## src/rtl/cpu_pkg.sv

```systemverilog
`default_nettype none
// ============================================================================
// Module      : cpu_pkg
// Description : Shared widths, loader state encoding and error codes for the
//               8-bit computer boot path.
// Revision    : 1.0 - initial release
// ============================================================================
package cpu_pkg;

    localparam int DEPTH    = 16;
    localparam int ADDR_W   = 4;
    localparam int OPCODE_W = 7;
    localparam int LIT_W    = 8;
    localparam int INSTR_W  = OPCODE_W + LIT_W;
    // Wide enough to hold a count of DEPTH itself (1..16 needs 5 bits).
    localparam int COUNT_W  = $clog2(DEPTH + 1);

    typedef enum logic [2:0] {
        S_WAIT_COUNT = 3'd0,
        S_WAIT_HI    = 3'd1,
        S_WAIT_LO    = 3'd2,
        S_WAIT_CSUM  = 3'd3,
        S_DONE       = 3'd4,
        S_ERROR      = 3'd5
    } loader_state_t;

    localparam logic [1:0] ERR_NONE      = 2'b00;
    localparam logic [1:0] ERR_BAD_COUNT = 2'b01;
    localparam logic [1:0] ERR_BAD_HI    = 2'b10;
    localparam logic [1:0] ERR_CSUM      = 2'b11;

    // A frame must carry between 1 and DEPTH instructions.
    function automatic logic count_ok(input logic [7:0] n);
        return (n != 8'd0) && (n <= 8'(DEPTH));
    endfunction

endpackage
`default_nettype wire

```

## src/rtl/xor_checksum.sv

```systemverilog
`default_nettype none
// ============================================================================
// Module      : xor_checksum
// Description : Running 8-bit XOR accumulator.
//               clk, rst_n : clock, asynchronous active-low reset
//               clear      : synchronous clear to zero (wins over en)
//               en         : fold din into the sum this cycle
//               din[7:0]   : byte to accumulate
//               sum[7:0]   : current accumulated XOR
// Revision    : 1.0 - initial release
// ============================================================================
module xor_checksum (
    input  logic       clk,
    input  logic       rst_n,
    input  logic       clear,
    input  logic       en,
    input  logic [7:0] din,
    output logic [7:0] sum
);

    always_ff @(posedge clk or negedge rst_n) begin
        if (!rst_n) begin
            sum <= 8'd0;
        end else if (clear) begin
            sum <= 8'd0;
        end else if (en) begin
            sum <= sum ^ din;
        end
    end

endmodule
`default_nettype wire

```

## src/rtl/program_loader.sv

```systemverilog
`default_nettype none
// ============================================================================
// Module      : program_loader
// Description : Boot loader. Receives COUNT, N x {HI, LO}, CSUM over a
//               valid/ready byte link, writes {opcode, literal} words into
//               instruction memory and releases the CPU after a good frame.
//   clk, rst_n        : clock, asynchronous active-low reset
//   rx_data/valid     : input byte stream; rx_ready accepts it
//   reload            : restart from DONE/ERROR
//   imem_we/addr/wdata: registered one-cycle instruction memory write
//   cpu_run           : high only after a good load
//   load_busy         : high while receiving
//   load_error        : high in ERROR, err_code gives the cause
// Revision    : 1.0 - initial release
// ============================================================================
module program_loader
    import cpu_pkg::*;
(
    input  logic               clk,
    input  logic               rst_n,
    input  logic [7:0]         rx_data,
    input  logic               rx_valid,
    output logic               rx_ready,
    input  logic               reload,
    output logic               imem_we,
    output logic [ADDR_W-1:0]  imem_addr,
    output logic [INSTR_W-1:0] imem_wdata,
    output logic               cpu_run,
    output logic               load_busy,
    output logic               load_error,
    output logic [1:0]         err_code
);

    loader_state_t        r_state;
    logic [COUNT_W-1:0]   r_count;
    logic [ADDR_W-1:0]    r_addr;
    logic [OPCODE_W-1:0]  r_opcode;

    logic                 w_xfer;
    logic                 w_receiving;
    logic                 w_finished;
    logic                 w_last;
    logic                 w_sum_en;
    logic                 w_sum_clr;
    logic [7:0]           w_sum;
    logic [COUNT_W-1:0]   w_addr_next;

    // rx_ready is a registered copy of "in a WAIT_* state", so it can be
    // used directly to qualify the transfer.
    assign w_xfer      = rx_valid & rx_ready;
    assign w_receiving = (r_state == S_WAIT_COUNT) || (r_state == S_WAIT_HI) ||
                         (r_state == S_WAIT_LO);
    assign w_finished  = (r_state == S_DONE) || (r_state == S_ERROR);
    assign w_addr_next = {1'b0, r_addr} + COUNT_W'(1);
    assign w_last      = (w_addr_next == r_count);

    // COUNT, HI and LO bytes all fold into the checksum; the sum starts at
    // zero so folding COUNT leaves csum == N.
    assign w_sum_en    = w_xfer & w_receiving;
    assign w_sum_clr   = reload & w_finished;

    xor_checksum u_csum (
        .clk   (clk),
        .rst_n (rst_n),
        .clear (w_sum_clr),
        .en    (w_sum_en),
        .din   (rx_data),
        .sum   (w_sum)
    );

    always_ff @(posedge clk or negedge rst_n) begin
        if (!rst_n) begin
            r_state    <= S_WAIT_COUNT;
            r_count    <= '0;
            r_addr     <= '0;
            r_opcode   <= '0;
            rx_ready   <= 1'b1;
            load_busy  <= 1'b1;
            cpu_run    <= 1'b0;
            load_error <= 1'b0;
            err_code   <= ERR_NONE;
            imem_we    <= 1'b0;
            imem_addr  <= '0;
            imem_wdata <= '0;
        end else begin
            // Write strobe is a single-cycle pulse.
            imem_we <= 1'b0;

            case (r_state)
                S_WAIT_COUNT: begin
                    if (w_xfer) begin
                        if (count_ok(rx_data)) begin
                            r_count <= rx_data[COUNT_W-1:0];
                            r_state <= S_WAIT_HI;
                        end else begin
                            r_state    <= S_ERROR;
                            rx_ready   <= 1'b0;
                            load_busy  <= 1'b0;
                            load_error <= 1'b1;
                            err_code   <= ERR_BAD_COUNT;
                        end
                    end
                end

                S_WAIT_HI: begin
                    if (w_xfer) begin
                        if (rx_data[7]) begin
                            r_state    <= S_ERROR;
                            rx_ready   <= 1'b0;
                            load_busy  <= 1'b0;
                            load_error <= 1'b1;
                            err_code   <= ERR_BAD_HI;
                        end else begin
                            r_opcode <= rx_data[OPCODE_W-1:0];
                            r_state  <= S_WAIT_LO;
                        end
                    end
                end

                S_WAIT_LO: begin
                    if (w_xfer) begin
                        imem_we    <= 1'b1;
                        imem_addr  <= r_addr;
                        imem_wdata <= {r_opcode, rx_data};
                        // On the last entry of a 16-deep frame this rolls to
                        // zero, but the address is never used again.
                        r_addr     <= r_addr + 1'b1;
                        r_state    <= w_last ? S_WAIT_CSUM : S_WAIT_HI;
                    end
                end

                S_WAIT_CSUM: begin
                    if (w_xfer) begin
                        rx_ready  <= 1'b0;
                        load_busy <= 1'b0;
                        if (rx_data == w_sum) begin
                            r_state <= S_DONE;
                            cpu_run <= 1'b1;
                        end else begin
                            r_state    <= S_ERROR;
                            load_error <= 1'b1;
                            err_code   <= ERR_CSUM;
                        end
                    end
                end

                S_DONE, S_ERROR: begin
                    if (reload) begin
                        r_state    <= S_WAIT_COUNT;
                        r_count    <= '0;
                        r_addr     <= '0;
                        rx_ready   <= 1'b1;
                        load_busy  <= 1'b1;
                        cpu_run    <= 1'b0;
                        load_error <= 1'b0;
                        err_code   <= ERR_NONE;
                    end
                end

                default: begin
                    r_state    <= S_WAIT_COUNT;
                    r_count    <= '0;
                    r_addr     <= '0;
                    rx_ready   <= 1'b1;
                    load_busy  <= 1'b1;
                    cpu_run    <= 1'b0;
                    load_error <= 1'b0;
                    err_code   <= ERR_NONE;
                end
            endcase
        end
    end

endmodule
`default_nettype wire

```

## config.mk

```make
export PLATFORM = sky130hd
export DESIGN_NAME = program_loader
export DESIGN_NICKNAME = d
export VERILOG_FILES = /design/src/rtl/cpu_pkg.sv /design/src/rtl/xor_checksum.sv /design/src/rtl/program_loader.sv
export SDC_FILE = /design/constraint.sdc
export NUM_CORES = 1
export LEC_CHECK = 0
export ABC_AREA = 1
export CORE_UTILIZATION = 40
export DETAILED_ROUTE_END_ITERATION = 12
export GPL_TIMING_DRIVEN = 0
export SYNTH_ARGS = -nofsm -noshare
export SYNTH_HDL_FRONTEND = slang
export SYNTH_SLANG_ARGS = --single-unit
```

## constraint.sdc

```tcl
create_clock -name clk -period 2 [get_ports clk]
set_input_delay 0.6 -clock clk [delete_from_list [all_inputs] [get_ports clk]]
set_output_delay 0.6 -clock clk [all_outputs]
set_load 0.005 [all_outputs]
```

==> results of run 1 <==
## per-layer routing
metal | GRT usage (%) | vias up | routed length (um)
met5 | 0 | - | 0
met4 | 5.893 | 0 | 58
met3 | 3.596 | 5 | 204
met2 | 30.25 | 46 | 2389
met1 | 24.82 | 924 | 2535
li1 | - | 1055 | -
## cell type report
type	count	area [um^2]
Clock buffer	6	72.57
Fill cell	618	2885
Multi-Input combinational cell	211	1031
Sequential cell	52	1303
Tap cell	75	93.84
Buffer	5	46.29
Timing Repair Buffer	39	391.6
Inverter	34	127.6
Clock inverter	1	5.005
## where the power goes
group	internal, mW	switching, mW
registers	1.05	0
logic	0.0296	0.0515
clock network	0.238	0.311
total	1.32	0.362
## stage by stage
| step | std cells | total power [mW] | cell area (um^2) | utilization (%) | setup slack, ns |
|---|---|---|---|---|---|
| 5_1_grt | 423 | 1.764 | 3070 | 51.55 | 0.003900 |
| 2_1_floorplan | 302 | 1.095 | 2497 | - | 0.5322 |
| 6_report | 423 | 1.681 | 3070 | 51.55 | 0.05863 |
| 4_1_cts | 422 | 1.715 | 3053 | 51.26 | 0.02799 |
| 3_3_place_gp | 414 | 1.150 | 2962 | 49.73 | -1.227 |
| 3_5_place_dp | 415 | 1.154 | 2977 | 49.98 | -0.2328 |
## state kept, by name (all words and copies together), names as in the netlist
| name | cells |
|---|---|
| err_code | 2 |
| u_csum.sum | 8 |
| load_busy | 1 |
| r_state | 3 |
| imem_we | 1 |
| r_count | 5 |
| load_error | 1 |
| imem_addr | 4 |
| cpu_run | 1 |
| imem_wdata | 15 |
| r_opcode | 7 |
| r_addr | 4 |
## cells in the final DEF, fill, tap and decap left out, types with 2 or more instances in the layout
cell and instances:
buf_2 2, nand4_1 4, inv_1 24, a21oi_1 2, dfrtp_1 51, buf_4 2
inv_2 9, buf_6 3, nand2_1 121, o22ai_2 3, clkdlybuf4s50_1 35, nand2_2 4
nor2_1 12, nor2_2 2, clkbuf_8 5, o22ai_1 8, nand3_1 16, o21ai_2 12
o21ai_1 16
## kinds of logic after synthesis
logic type	Yosys count	share of synthesized area, %
and+or+nand+nor	167	28.41
AOI/OAI and AO/OA	42	11.62
buffers and inverters	39	6.964
xor gates and xnor gates	1	0.3508
DFF	52	52.15
adders and majority gates	1	0.5009
## path summary, 6_finish.rpt
path	start	endpoint	slack, ns
max	load_busy	load_busy	0.06
min	rst_n	imem_wdata[11]	0.28
max reg2reg	load_busy	r_opcode[4]	0.27
min reg2reg	imem_wdata[10]	imem_wdata[10]	0.47
max in group asynchronous	rst_n	r_count[4]	1.18
min in group clk	imem_wdata[10]	imem_wdata[10]	0.47
## cells in the mapped netlist, types with 2 or more instances
cell type	instances	area, um^2
buf_6	3	33.78
nand3_1	17	85.08
o21ai_2	12	105.1
nand2_2	3	18.77
o22ai_2	3	37.54
inv_1	24	90.09
inv_2	9	33.78
nand2_1	122	457.9
a21oi_1	2	10.01
o21ai_1	16	80.08
dfrtp_1	51	1276
o22ai_1	8	50.05
nor2_1	13	48.80
nand4_1	4	25.02
## timing repair
item	CTS	global route
setup buffers	0	1
endpoints found under the setup margin	1	12
gates resized for setup	1	3
==> results.sh, run 1 <==
export IMPL_synth_cell_types=29
export IMPL_start_util_pct=41.93
export IMPL_n_antenna_cell=0
export IMPL_synth_seq_cells=52
export IMPL_syn_area_per_cell_um2=8.270
export IMPL_critPathTopFamily="flip-flops"
export IMPL_clkLatencyLatePin_ns=0.30
export IMPL_drt_pass1_iterations=4
export IMPL_hold_slack_ns=0.2757
export IMPL_cts_hold_buf=0
export IMPL_num_vias=2030
export IMPL_maxCapViolCount=0
export IMPL_seq_area_frac_synth_pct=52.15
export IMPL_finClkSkew_ns=0.004526
export IMPL_syn_inst=302
export IMPL_postRouteAntennaNets=0
export IMPL_clock_path_buffers=2
export IMPL_worst_path_stages=1
export IMPL_place_gp_congestion=0.7572
export IMPL_die_h_um=81.02
export IMPL_critPathMaxStageDelay_ns=0.55
export IMPL_p_per_area_nw_per_um2=547.4
export IMPL_cts_buffers=5
export IMPL_ys_async_sr_fraction_pct=100.0
export IMPL_crit_path_top_delay_cell="dfstp_2"
export IMPL_synthToLayoutAreaGrowth_pct=22.95
export IMPL_status="complete, no violations"
export IMPL_ir_drop_mv=0.3149
export IMPL_setup_viol_count_final=0
export IMPL_grt_max_degree=31
export IMPL_cts_tree="done"
export IMPL_criticalPathCategory="register to output port"
export IMPL_grt_pass1_vias=1935
export IMPL_fmax_ghz=0.5151
export IMPL_cts_sinks=52
export IMPL_synth_edff_count=0
export IMPL_crit_chain="clkdlybuf4s50_1"
export IMPL_cp_data_arrival_time_ns=1.34
export IMPL_syn_num_nets=315
export IMPL_htree_levels=2
export IMPL_track_usage_pct=18.56
export IMPL_wl_per_cell_um=12.26
export IMPL_synth_warning_count=0
export IMPL_finalHoldViolCount=0
export IMPL_path_max_fanout=3
export IMPL_slew_viol_final=0
export IMPL_cts_root_buf="clkbuf_8"
export IMPL_io_pins=38
export IMPL_die_x_um=81.02
export IMPL_slew_limit_headroom_pct=64.14
export IMPL_drc_errors=0
export IMPL_dieArea_um2=6563
export IMPL_core_um2=5956
export IMPL_antenna_found_initial=0
export IMPL_rsz0062_at_grt="no"
export IMPL_synth_top_flop_cell="dfrtp_1"
export IMPL_cp_buffers_inverters=1
export IMPL_critPathCaptureType="output port"
export IMPL_hp_class="input pin to asynchronous set/reset pin"
export IMPL_layout_nets=361
export IMPL_cp_required_ns=1.40
export IMPL_startpoint_type="register"
export IMPL_worst_pin_slew_ns=0.5378
export IMPL_clk_pin_slew_worst_paths_ns=0.08
export IMPL_viasPerCell=4.799
export IMPL_leakage_nw=1.507
export IMPL_period_needed_ns=1.941
export IMPL_drive_gt1_share_pct=14.37
export IMPL_synth_area_um2=2497
export IMPL_drtIter0Drc=98
export IMPL_rows=28
export IMPL_io_buffer_count=37
export IMPL_grt_remaining_overflow=0
export IMPL_r2r_cells=7
export IMPL_post_route_period_util_pct=97.07
export IMPL_grt_pass1_wl_um=9149
export IMPL_tns_ns=0
export IMPL_hpwl_um=3918
export IMPL_totalWireLength_um=5188
(Power assumes the default switching activity.)
==> run 2, diff against run 1 <==
--- a/config.mk
+++ b/config.mk
@@ -6,9 +6,11 @@
 export NUM_CORES = 1
 export LEC_CHECK = 0
 export ABC_AREA = 1
-export CORE_UTILIZATION = 40
+export CORE_UTILIZATION = 53
+export CTS_CLUSTER_SIZE = 24
 export DETAILED_ROUTE_END_ITERATION = 12
 export GPL_TIMING_DRIVEN = 0
+export PLACE_DENSITY = 0.79
 export SYNTH_ARGS = -nofsm -noshare
 export SYNTH_HDL_FRONTEND = slang
 export SYNTH_SLANG_ARGS = --single-unit
==> results.sh, run 2 (synthesis gave the netlist of run 1 again) <==
export IMPL_slew_viol_final=0
export IMPL_total_power_mw=1.735
export IMPL_dieArea_um2=4991
export IMPL_hold_slack_ns=0.1650
export IMPL_postRouteAntennaNets=0
export IMPL_cts_buffers=5
export IMPL_cts_hold_buf=0
export IMPL_cts_root_buf="clkbuf_8"
export IMPL_n_antenna_cell=0
export IMPL_rsz0062_at_grt="no"
export IMPL_clock_path_buffers=2
export IMPL_period_needed_ns=1.939
export IMPL_hpwl_um=3793
export IMPL_cts_tree="done"
export IMPL_final_fill_count=385
export IMPL_grt_pass1_wl_um=9218
export IMPL_synthToLayoutAreaGrowth_pct=21.89
export IMPL_path_max_fanout=3
export IMPL_startpoint_type="register"
export IMPL_slew_limit_headroom_pct=69.95
export IMPL_largest_reg_flops=15
export IMPL_ir_drop_mv=0.2973
export IMPL_fin_cells=401
export IMPL_post_route_period_util_pct=96.94
export IMPL_status="finished, violations left"
export IMPL_totalWireLength_um=5172
export IMPL_finClkSkew_ns=0.003784
export IMPL_antenna_found_initial=0
export IMPL_cp_buffers_inverters=1
export IMPL_cp_required_ns=1.40
export IMPL_largest_register="imem_wdata"
export IMPL_leakage_nw=1.512
export IMPL_seq_area_um2=1303
export IMPL_hp_class="input pin to asynchronous set/reset pin"
export IMPL_start_util_pct=56.19
export IMPL_track_usage_pct=23.69
export IMPL_maxCapViolCount=0
export IMPL_drtIter0Drc=104
export IMPL_num_vias=2088
export IMPL_core_um2=4444
export IMPL_drt_pass1_iterations=9
export IMPL_cp_data_arrival_time_ns=1.34
export IMPL_clk_pin_slew_worst_paths_ns=0.09
export IMPL_crit_path_top_delay_cell="dfstp_2"
export IMPL_die_h_um=70.65
export IMPL_critPathCaptureType="output port"
export IMPL_utilization_pct=68.50
export IMPL_cts_sinks=52
export IMPL_finalHoldViolCount=0
export IMPL_dp_cells=392
export IMPL_critPathTopFamily="flip-flops"
export IMPL_multi_input_area_um2=1021
export IMPL_place_ws_ns=-0.1926
export IMPL_violations="design-rule violations"
export IMPL_grt_pass1_vias=2092
export IMPL_p_per_area_nw_per_um2=569.8
export IMPL_setup_viol_count_final=0
export IMPL_layout_common_cells="nand2_1 (122), dfrtp_1 (51), clkdlybuf4s50_1 (35), inv_1 (24), nand3_1 (17)"
export IMPL_crit_chain="clkdlybuf4s50_1"
export IMPL_critPathMaxStageDelay_ns=0.54
export IMPL_largestRegisters="imem_wdata: 15 flops, u_csum.sum: 8 flops, r_opcode: 7 flops"
export IMPL_rows=24
export IMPL_grt_max_degree=42
export IMPL_io_buffer_count=37
export IMPL_wl_per_cell_um=12.90
export IMPL_worst_slack_ns=0.06129
export IMPL_die_x_um=70.65
export IMPL_drive_gt1_share_pct=13.47
export IMPL_grt_remaining_overflow=0
export IMPL_htree_levels=2
export IMPL_place_gp_congestion=0.8789
export IMPL_mostFrequentLayoutCell="nand2_1"
export IMPL_layout_nets=361
export IMPL_drc_errors=7
export IMPL_viasPerCell=5.207
export IMPL_worst_pin_slew_ns=0.4492
export IMPL_fmax_ghz=0.5158
export IMPL_io_pins=38
export IMPL_clkLatencyLatePin_ns=0.30
export IMPL_criticalPathCategory="register to output port"
[run 2: stage by stage]
step | instance area [um^2] | setup TNS (ns)
6_report | 3044 | 0
5_1_grt | 3044 | 0
4_1_cts | 3037 | 0
3_5_place_dp | 2948 | -2.807
3_3_place_gp | 2933 | -61.88
2_1_floorplan | 2497 | 0
[run 2: report_power, final]
part	switching, mW	internal, mW
sequential	0	1.05
combinational	0.0510	0.0295
clock	0.321	0.283
[run 2: path summary, 6_finish.rpt]
kind | endpoint | slack [ns] | startpoint | depth (start not counted)
setup / recovery | load_busy | 0.06 | load_busy | 1
max in group asynchronous | load_busy | 1.28 | rst_n | 2
setup reg to reg | u_csum.sum[3] | 0.33 | load_busy | 5
hold reg to reg | imem_wdata[14] | 0.48 | imem_wdata[14] | 2
hold / removal | imem_we | 0.16 | rst_n | 1
min in group clk | imem_wdata[14] | 0.48 | imem_wdata[14] | 2
[run 2: final cells by class]
cell class / instances / area share [%]
Buffer: 5 / 1.521
Clock buffer: 8 / 2.959
Inverter: 34 / 4.192
Multi-Input combinational cell: 211 / 33.54
Sequential cell: 52 / 42.79
Tap cell: 52 / 2.137
Timing Repair Buffer: 39 / 12.86
[run 2: worst register-to-register path, stage by stage (launching register included)]
cell and delay (ns):
dfstp_2 0.54, nand2_1 0.17, inv_2 0.17, nand2_1 0.22, nand2_1 0.32, o22ai_1 0.12
[run 2: routing by layer]
metal	up-vias	track usage (%)	part of all wire, %
met5	-	0	0
met4	0	7.111	1.3
met3	5	4.986	4.8
li1	1060	-	-
met2	47	41.32	49
met1	976	29.93	45
[run 2: repair_timing]
action / 4_1_cts / 5_1_grt
resized for setup: 1 / 0
setup endpoints to repair: 1 / 1
buffers inserted: 0 / 1
==> run 3, diff against run 2 <==
--- a/config.mk
+++ b/config.mk
@@ -6,11 +6,11 @@
 export NUM_CORES = 1
 export LEC_CHECK = 0
 export ABC_AREA = 1
-export CORE_UTILIZATION = 53
+export CORE_UTILIZATION = 55
 export CTS_CLUSTER_SIZE = 24
 export DETAILED_ROUTE_END_ITERATION = 12
 export GPL_TIMING_DRIVEN = 0
-export PLACE_DENSITY = 0.79
+export PLACE_DENSITY = 0.81
 export SYNTH_ARGS = -nofsm -noshare
 export SYNTH_HDL_FRONTEND = slang
 export SYNTH_SLANG_ARGS = --single-unit
==> constraint.sdc (replaced) <==
create_clock -name clk -period 2.5 [get_ports clk]
set_input_delay 0.75 -clock clk [delete_from_list [all_inputs] [get_ports clk]]
set_output_delay 0.75 -clock clk [all_outputs]
set_load 0.005 [all_outputs]
==> results.sh, run 3 (synthesis gave the netlist of run 1 again) <==
export IMPL_drive_gt1_share_pct=13.51
export IMPL_die_h_um=69.39
export IMPL_layout_nets=360
export IMPL_crit_reg2reg_launch="load_busy"
export IMPL_grt_remaining_overflow=0
export IMPL_wl_per_cell_um=12.43
export IMPL_fmax_ghz=0.4573
export IMPL_cts_setup_buffers=0
export IMPL_placedInstanceArea_um2=2948
export IMPL_antenna_found_initial=0
export IMPL_maxCapViolCount=0
export IMPL_r2r_slack_ns=0.83
export IMPL_drc_errors=0
export IMPL_viasPerCell=5.195
export IMPL_switchingPower_mw=0.3057
export IMPL_n_antenna_cell=0
export IMPL_cts_tree="done"
export IMPL_track_usage_pct=23.03
export IMPL_drtIter0Drc=138
export IMPL_drt_pass1_iterations=4
export IMPL_status="complete, no violations"
export IMPL_dieArea_um2=4814
export IMPL_setup_viol_count_final=0
export IMPL_io_pins=38
export IMPL_die_x_um=69.39
export IMPL_ir_drop_mv=0.3559
export IMPL_io_buffer_count=37
export IMPL_internal_power_mw=1.161
export IMPL_worst_pin_slew_ns=0.5255
export IMPL_leakage_nw=1.512
export IMPL_p_per_area_nw_per_um2=480.1
export IMPL_clock_path_buffers=2
export IMPL_cts_buffers=5
export IMPL_slew_viol_final=0
export IMPL_path_max_fanout=4
export IMPL_htree_levels=2
export IMPL_criticalPathCategory="register to output port"
export IMPL_largest_register="imem_wdata"
export IMPL_layout_common_cells="nand2_1 (122), dfrtp_1 (51), clkdlybuf4s50_1 (36), inv_1 (24), nand3_1 (17)"
export IMPL_crit_chain="buf_4 -> clkdlybuf4s50_1"
export IMPL_period_needed_ns=2.187
export IMPL_power_sequential_fraction_pct=57.3
export IMPL_critPathMaxStageDelay_ns=0.56
export IMPL_rsz0062_at_grt="no"
export IMPL_mostFrequentLayoutCell="nand2_1"
export IMPL_totalWireLength_um=4971
export IMPL_r2r_cells=5
export IMPL_largest_reg_flops=15
export IMPL_num_vias=2078
export IMPL_comb_power_share_pct=4.4
export IMPL_cts_root_buf="clkbuf_8"
export IMPL_critPathTopFamily="buffers and inverters"
export IMPL_post_cts_resized=0
export IMPL_slew_limit_headroom_pct=64.96
export IMPL_core_um2=4354
export IMPL_synthToLayoutAreaGrowth_pct=22.34
export IMPL_crit_path_top_delay_cell="dfstp_2"
export IMPL_grt_pass1_wl_um=8721
export IMPL_hold_slack_ns=0.4090
export IMPL_clkLatencyLatePin_ns=0.31
export IMPL_cp_data_arrival_time_ns=1.44
export IMPL_largestRegisters="imem_wdata: 15 flops, u_csum.sum: 8 flops, r_opcode: 7 flops"
export IMPL_final_area_um2=3055
export IMPL_total_power_mw=1.467
export IMPL_cp_required_ns=1.75
export IMPL_finClkSkew_ns=0.009625
export IMPL_grt_max_degree=31
export IMPL_critPathCaptureType="output port"
export IMPL_hpwl_um=3786
export IMPL_cp_buffers_inverters=2
export IMPL_hp_class="input pin to asynchronous set/reset pin"
export IMPL_postRouteAntennaNets=0
export IMPL_rows=24
export IMPL_worstReg2RegEnd="u_csum.sum[7]"
export IMPL_place_gp_congestion=0.8720
export IMPL_finalHoldViolCount=0
export IMPL_grt_pass1_vias=1965
export IMPL_switching_share_pct=20.84
export IMPL_cts_hold_buf=0
export IMPL_cts_sinks=52
export IMPL_clkPwrFrac_pct=38.3
export IMPL_startpoint_type="register"
export IMPL_clk_pin_slew_worst_paths_ns=0.09
export IMPL_tns_ns=0
export IMPL_start_util_pct=57.36
export IMPL_post_route_period_util_pct=87.47
run 3: changes by cell type in the layout (fill, tap and decap cells not counted):
cell,previous run,this run
clkdlybuf4s50_1,35,36
clkbuf_1,2,1
bufinv_16,0,1
dlygate4sd2_1,1,0
buf_4,2,1
clkinv_2,0,1
clkbuf_8,6,5
run 3: final cells by class:
type                       instances  area (um^2)
multi-input combinational        211         1021
tap                               52        65.06
timing repair buffer              38        385.4
clock buffer                       6        72.57
fill                             369         1299
inverter                          34        127.6
sequential                        52         1303
buffer                             5        46.29
clock inverter                     2        35.03
run 3: how the worst max path moves through the flow:
stage          cells past startpoint          end        from
3_3_place_gp                       1   load_error       rst_n
2_1_floorplan                      7   r_count[0]    rx_valid
6_report                           2     rx_ready   load_busy
5_1_grt                            2     rx_ready   load_busy
3_5_place_dp                      10  err_code[0]  rx_data[2]
4_1_cts                            2     rx_ready   load_busy
run 3: worst reg2reg max path: cells and delay by family, from the launching register on:
kind	cells	cell delay (ns)
DFF	1	0.56
buffers and inverters	1	0.16
and+or+nand+nor	3	0.72
AOI/OAI and AO/OA	1	0.12
run 3: metrics by stage:
step / cells / setup WS (ns) / util [%]
6_report: 400 / 0.3133 / 70.17
3_5_place_dp: 392 / 0.1610 / 67.70
2_1_floorplan: 302 / 0.8822 / -
5_1_grt: 400 / 0.2702 / 70.17
4_1_cts: 400 / 0.3013 / 70.17
3_3_place_gp: 391 / -0.8200 / 67.36
run 3: power by group through the flow:
stage	registers [mW]	clock network, mW	logic (mW)
after global placement	0.857	0	0.0624
after floorplan	0.857	0	0.0186
after detailed placement	0.857	0	0.0661
after CTS	0.840	0.576	0.0662
final	0.840	0.562	0.0648
after global routing	0.841	0.605	0.0738
run 3: per-layer routing:
metal | share of wire, % | vias to the layer above | wire length, um | GRT usage (%)
li1 | - | 1053 | - | -
met1 | 46 | 971 | 2279 | 30.59
met2 | 48 | 47 | 2398 | 37.76
met3 | 4.1 | 7 | 203 | 3.634
met4 | 1.8 | 0 | 89 | 9.524
met5 | 0 | - | 0 | 0
==> edit 1: new RTL, settings of run 2 <==
Reset style: synchronous (`rst_n`), changed in 2 clocked blocks. Comments in the files are not updated.
--- a/src/rtl/xor_checksum.sv
+++ b/src/rtl/xor_checksum.sv
@@ -18,7 +18,7 @@
     output logic [7:0] sum
 );
 
-    always_ff @(posedge clk or negedge rst_n) begin
+    always_ff @(posedge clk) begin
         if (!rst_n) begin
             sum <= 8'd0;
         end else if (clear) begin
--- a/src/rtl/program_loader.sv
+++ b/src/rtl/program_loader.sv
@@ -68,7 +68,7 @@
         .sum   (w_sum)
     );
 
-    always_ff @(posedge clk or negedge rst_n) begin
+    always_ff @(posedge clk) begin
         if (!rst_n) begin
             r_state    <= S_WAIT_COUNT;
             r_count    <= '0;
Check against the original RTL: differs if rst_n is asserted again (counterexample within 4 cycles, from zero or initial values and one cycle with rst_n low); with rst_n held inactive, the same outputs for 4 cycles.
==> edit 1 against run 2 <==
  * Global-route usage is 0.19 points higher
  * Synthesized area is 2.5% lower
  * Fmax is 2.3% higher
  * First-iteration DRC count is 68% higher
  * Die area is 2.4% lower
  * Sequential cell count stayed put
  * Final area is 2.8% lower
  * Clock skew is 0.0046 ns higher
  * Worst setup slack better by 0.043 ns
  * Routed wire length is 6.5% higher
  * Critical path type is now primary input to register
  * Critical endpoint is now err_code[0]$_SDFFE_PN0P_
  * Highest routed layer unchanged
Power is not compared: it rests on default switching activity, and its combinational part moved more than twofold at a synthesized area within 25%.
==> edit 1: results <==
group,metric,value,unit
synthesis,yosys-top-cells-area,"dfxtp_1 (43%), nand2_1 (13%), a21oi_1 (8.0%)",
power_and_ir_drop,ir_drop,0.000654,V
cells_and_area,nFillCells,414,
place,dpl_cell_area,0.00286,mm2
synthesis,synthFlopType,"dfxtp_1",
route,drt_pass1_iterations,4,
sta,tightest_slew,0.501,ns
global_route,met2_usage,38.0,%
cells_and_area,area_growth,21.4,%
critical_path,worstReg2RegStart,"r_addr[0]$_SDFFE_PN0P_",
synthesis,ys_seq_area_share,42.7,%
global_route,grt_pass1_wl,9.35,mm
critical_path,crit_path_start,"rx_data[4]",
global_route,grt_max_degree,19,
cells_and_area,layout-drive-gt1-share,9.72,%
sta,fin_skew,0.00841,ns
status,status,"completed",
route,drt-met1-wl,2.64,mm
route,routedWlPerCell,12.4,um
route,wl,5.51,mm
critical_path,worstPathArrival,2.11,ns
power_and_ir_drop,p_total,3.36,mW
global_route,grt_pass1_vias,2136,
global_route,grt_usage,23.9,%
route,vias_per_cell,5.17,
synthesis,ys_types,31,
route,drt_iter0_markers,175,
critical_path,timing.critical_path.to,"err_code[0]$_SDFFE_PN0P_",
synthesis,syn_area_per_cell,7.02,um2
critical_path,rrSetupSlack,0.54,ns
place,pre_cts_ws,-0.183,ns
global_route,use_met1,31.9,%
synthesis,async_reset_ff_share,0,%
synthesis,syn_nets,360,
critical_path,r2r-end,"r_state[1]$_SDFFE_PN0P_",
place,place_congestion,0.854,
cells_and_area,fin_nets,403,
global_route,grt_use_met3,4.07,%
route,met2_length,2.48,mm
route,route.met3.wl,272,um
synthesis,synth_common_cells,"nand2_1 (86), dfxtp_1 (52), inv_1 (41)",
critical_path,ff2ff_path_depth,10,
sta,setup_ws,0.105,ns
## edit 1: layout make-up
cell class | count | area (um2) | area share (%)
multi-input cells | 238 | 1140 | 38.5
flip-flops and latches | 52 | 1040 | 35.2
repair buffers | 36 | 360 | 12.2
inverters | 46 | 175 | 5.92
plain buffers | 11 | 80.1 | 2.71
clock buffers | 5 | 68.8 | 2.33
well taps | 52 | 65.1 | 2.20
clock inverters | 3 | 27.5 | 0.931
## edit 1: what timing repair did
action,4_1_cts,5_1_grt
hold buffers,0,0
resized for setup,0,1
setup endpoints to repair,0,1
## edit 1: worst max-delay path: stages
cell and delay [ns]:
clkdlybuf4s50_1 0.46, inv_1 0.21, nand2_1 0.08, nand2_1 0.08, nand2_1 0.06, nor2_1 0.17
nand3_1 0.17, nand3_2 0.13, nand2_1 0.05, inv_1 0.05, nor2_1 0.03
## edit 1: logic make-up (layout without fill, tap and decap cells)
logic type	after synthesis	in the layout	synth area share [%]
compound gates	81	81	17.2
fa+ha+maj	1	1	0.514
simple gates	156	156	29.1
flops	52	52	42.7
buf+inv	57	101	10.5
## edit 1: how the worst min path moves through the flow
stage               cells after the start  slack [ns]               startpoint                      end
finish                                  2        0.45  load_error$_SDFFE_PN0P_  load_error$_SDFFE_PN0P_
global route                            2        0.48  load_error$_SDFFE_PN0P_  load_error$_SDFFE_PN0P_
CTS                                     2        0.46  load_error$_SDFFE_PN0P_  load_error$_SDFFE_PN0P_
detailed placement                      2        0.44  load_error$_SDFFE_PN0P_  load_error$_SDFFE_PN0P_
global placement                        2        0.44  load_error$_SDFFE_PN0P_  load_error$_SDFFE_PN0P_
floorplan                               2        0.44  load_error$_SDFFE_PN0P_  load_error$_SDFFE_PN0P_
==> edit 2: new RTL, config.mk and constraints of run 2 <==
Without the edit above. The package constant `OPCODE_W` goes from 7 to 8.
--- a/src/rtl/cpu_pkg.sv
+++ b/src/rtl/cpu_pkg.sv
@@ -9,7 +9,7 @@
 
     localparam int DEPTH    = 16;
     localparam int ADDR_W   = 4;
-    localparam int OPCODE_W = 7;
+    localparam int OPCODE_W = 8;
     localparam int LIT_W    = 8;
     localparam int INSTR_W  = OPCODE_W + LIT_W;
     // Wide enough to hold a count of DEPTH itself (1..16 needs 5 bits).
Interface: changed (resized imem_wdata); port bits go from 38 to 39. No check against the original RTL was run, so the function may have changed too.
==> edit 2 against run 2 <==
  * Combinational power increased by 5.0%
  * Total power increased by 7.9%
  * Sequential cell count unchanged
  * Utilization decreased by 1.1 points
  * Critical path type unchanged
  * Clock skew increased by 0.0060 ns
  * Synthesized area increased by 3.7%
  * Highest routed layer unchanged
  * Largest power group unchanged
  * Global-route usage decreased by 2.2 points
  * Largest cell class unchanged
  * Synthesized cell count increased by 0.33%
  * Fmax decreased by 0.13%
  * Worst setup slack got worse by 0.0024 ns
  * Routed wire length decreased by 1.7%
  * Via count increased by 0.86%
  * Final area increased by 4.6%
  * Critical path depth unchanged
==> edit 2: results <==
group,metric,value,unit
status,status,"completed",
cts,clkTransAtPathRegs,0.10,ns
global_route,antenna_found_initial,0,
route,highest_layer,"met4",
route,drt-met1-wl,2.29,mm
cells_and_area,fin_nets,362,
synthesis,synthAdderAreaFrac,0.483,%
route,wl,5.09,mm
global_route,use_met1,27.5,%
route,drt_iter0_markers,81,
min_path,hold_path.class,"primary input to asynchronous set/reset pin",
cts,cts_buffers,5,
cts,cts_max_level,2,
synthesis,yosys-top-cells-area,"dfrtp_1 (49%), nand2_1 (16%), o21ai_2 (6.4%)",
place,dp_cells,408,
cts,root_buffer,"clkbuf_8",
cells_and_area,n_antenna_cell,0,
critical_path,worstPathArrival,1.34,ns
power_and_ir_drop,ir_drop,0.000325,V
route,route.met3.wl,217,um
sta,fin_skew,0.00980,ns
critical_path,critPathMaxFanout,3,
place,place_congestion,0.863,
sta,tightest_slew,0.594,ns
critical_path,cpPeakStageDelay,0.55,ns
critical_path,ff2ff_path_depth,10,
cells_and_area,layoutNonFillerInstCount,417,
global_route,met2_usage,36.5,%
synthesis,ys_seq_area_share,50.3,%
global_route,grt_use_met3,4.58,%
synthesis,synth.mux.area_fraction,0,%
place,dpl_cell_area,0.00306,mm2
route,met2_length,2.49,mm
cts,insertion_delay,0.31,ns
place,io_buffers,37,
route,vias,2106,
cts,max-clock-path-buffers,2,
synthesis,async_reset_ff_share,100,%
place,pre_cts_ws,-0.216,ns
cells_and_area,reg_top3,"imem_wdata x15, u_csum.sum x8, r_opcode x7",
synthesis,syn_nets,316,
power_and_ir_drop,p_leak,1.61,nW
global_route,grt_usage,21.5,%
synthesis,ys_types,30,
synthesis,synth_common_cells,"nand2_1 (113), dfrtp_1 (51), inv_1 (23)",
critical_path,crit_slowest_cell,"dfstp_2",
synthesis,synth_compound_gate_area_share,9.86,%
global_route,grt_pass1_wl,8.59,mm
global_route,grt_pass1_vias,1936,
synthesis,synth_xor_area_share,2.71,%
place,dpl.hpwl,3.89,mm
cells_and_area,layout-drive-gt1-share,18.0,%
critical_path,cp_top_family,"flip-flops",
synthesis,yosys_warnings,0,
synthesis,syn_area_per_cell,8.55,um2
global_route,grt_max_degree,28,
route,drt_pass1_iterations,4,
## edit 2: changes by cell type after synthesis, sizes merged, moves of 2 or more
cell | before | now
nand2 | 125 | 116
nand3 | 17 | 21
o22ai | 11 | 7
xnor2 | 1 | 5
buf | 5 | 8
nor2 | 16 | 19
o21ai | 28 | 25
xor2 | 0 | 3
inv | 33 | 31
nand4 | 4 | 6
## edit 2: layout make-up
| cell class | count | area [um2] |
|---|---|---|
| timing repair buffer | 39 | 392 |
| fill | 381 | 1540 |
| clock inverter | 3 | 46.3 |
| inverter | 31 | 116 |
| multi-input combinational | 211 | 1100 |
| tap | 67 | 83.8 |
| clock buffer | 5 | 68.8 |
| sequential | 52 | 1300 |
| buffer | 9 | 76.3 |
## edit 2: where the power goes
| part | switching [mW] | total (mW) | internal (mW) |
|---|---|---|---|
| Combinational | 0.0530 | 0.0845 | 0.0315 |
| Sequential | 0 | 1.05 | 1.05 |
| Clock | 0.359 | 0.736 | 0.377 |
| Total | 0.412 | 1.87 | 1.46 |
## edit 2: timing repair
| action | 4_1_cts | 5_1_grt |
|---|---|---|
| setup buffers | 1 | 0 |
| setup endpoints to repair | 1 | 4 |
| resized for setup | 1 | 3 |
| endpoints found under the hold margin | 0 | 0 |
## edit 2: path summary, 6_finish.rpt
kind	start	end	slack, ns
worst max-delay path	load_busy$_DFFE_PN1P_	load_busy	0.06
min in group clk	imem_addr[0]$_DFFE_PN0P_	imem_addr[0]$_DFFE_PN0P_	0.48
max in group asynchronous	rst_n	load_busy$_DFFE_PN1P_	1.09
worst max register to register	load_busy$_DFFE_PN1P_	load_error$_DFFE_PN0P_	0.34
worst min-delay path	rst_n	imem_wdata[13]$_DFFE_PN0P_	0.28
worst min register to register	imem_addr[0]$_DFFE_PN0P_	imem_addr[0]$_DFFE_PN0P_	0.48
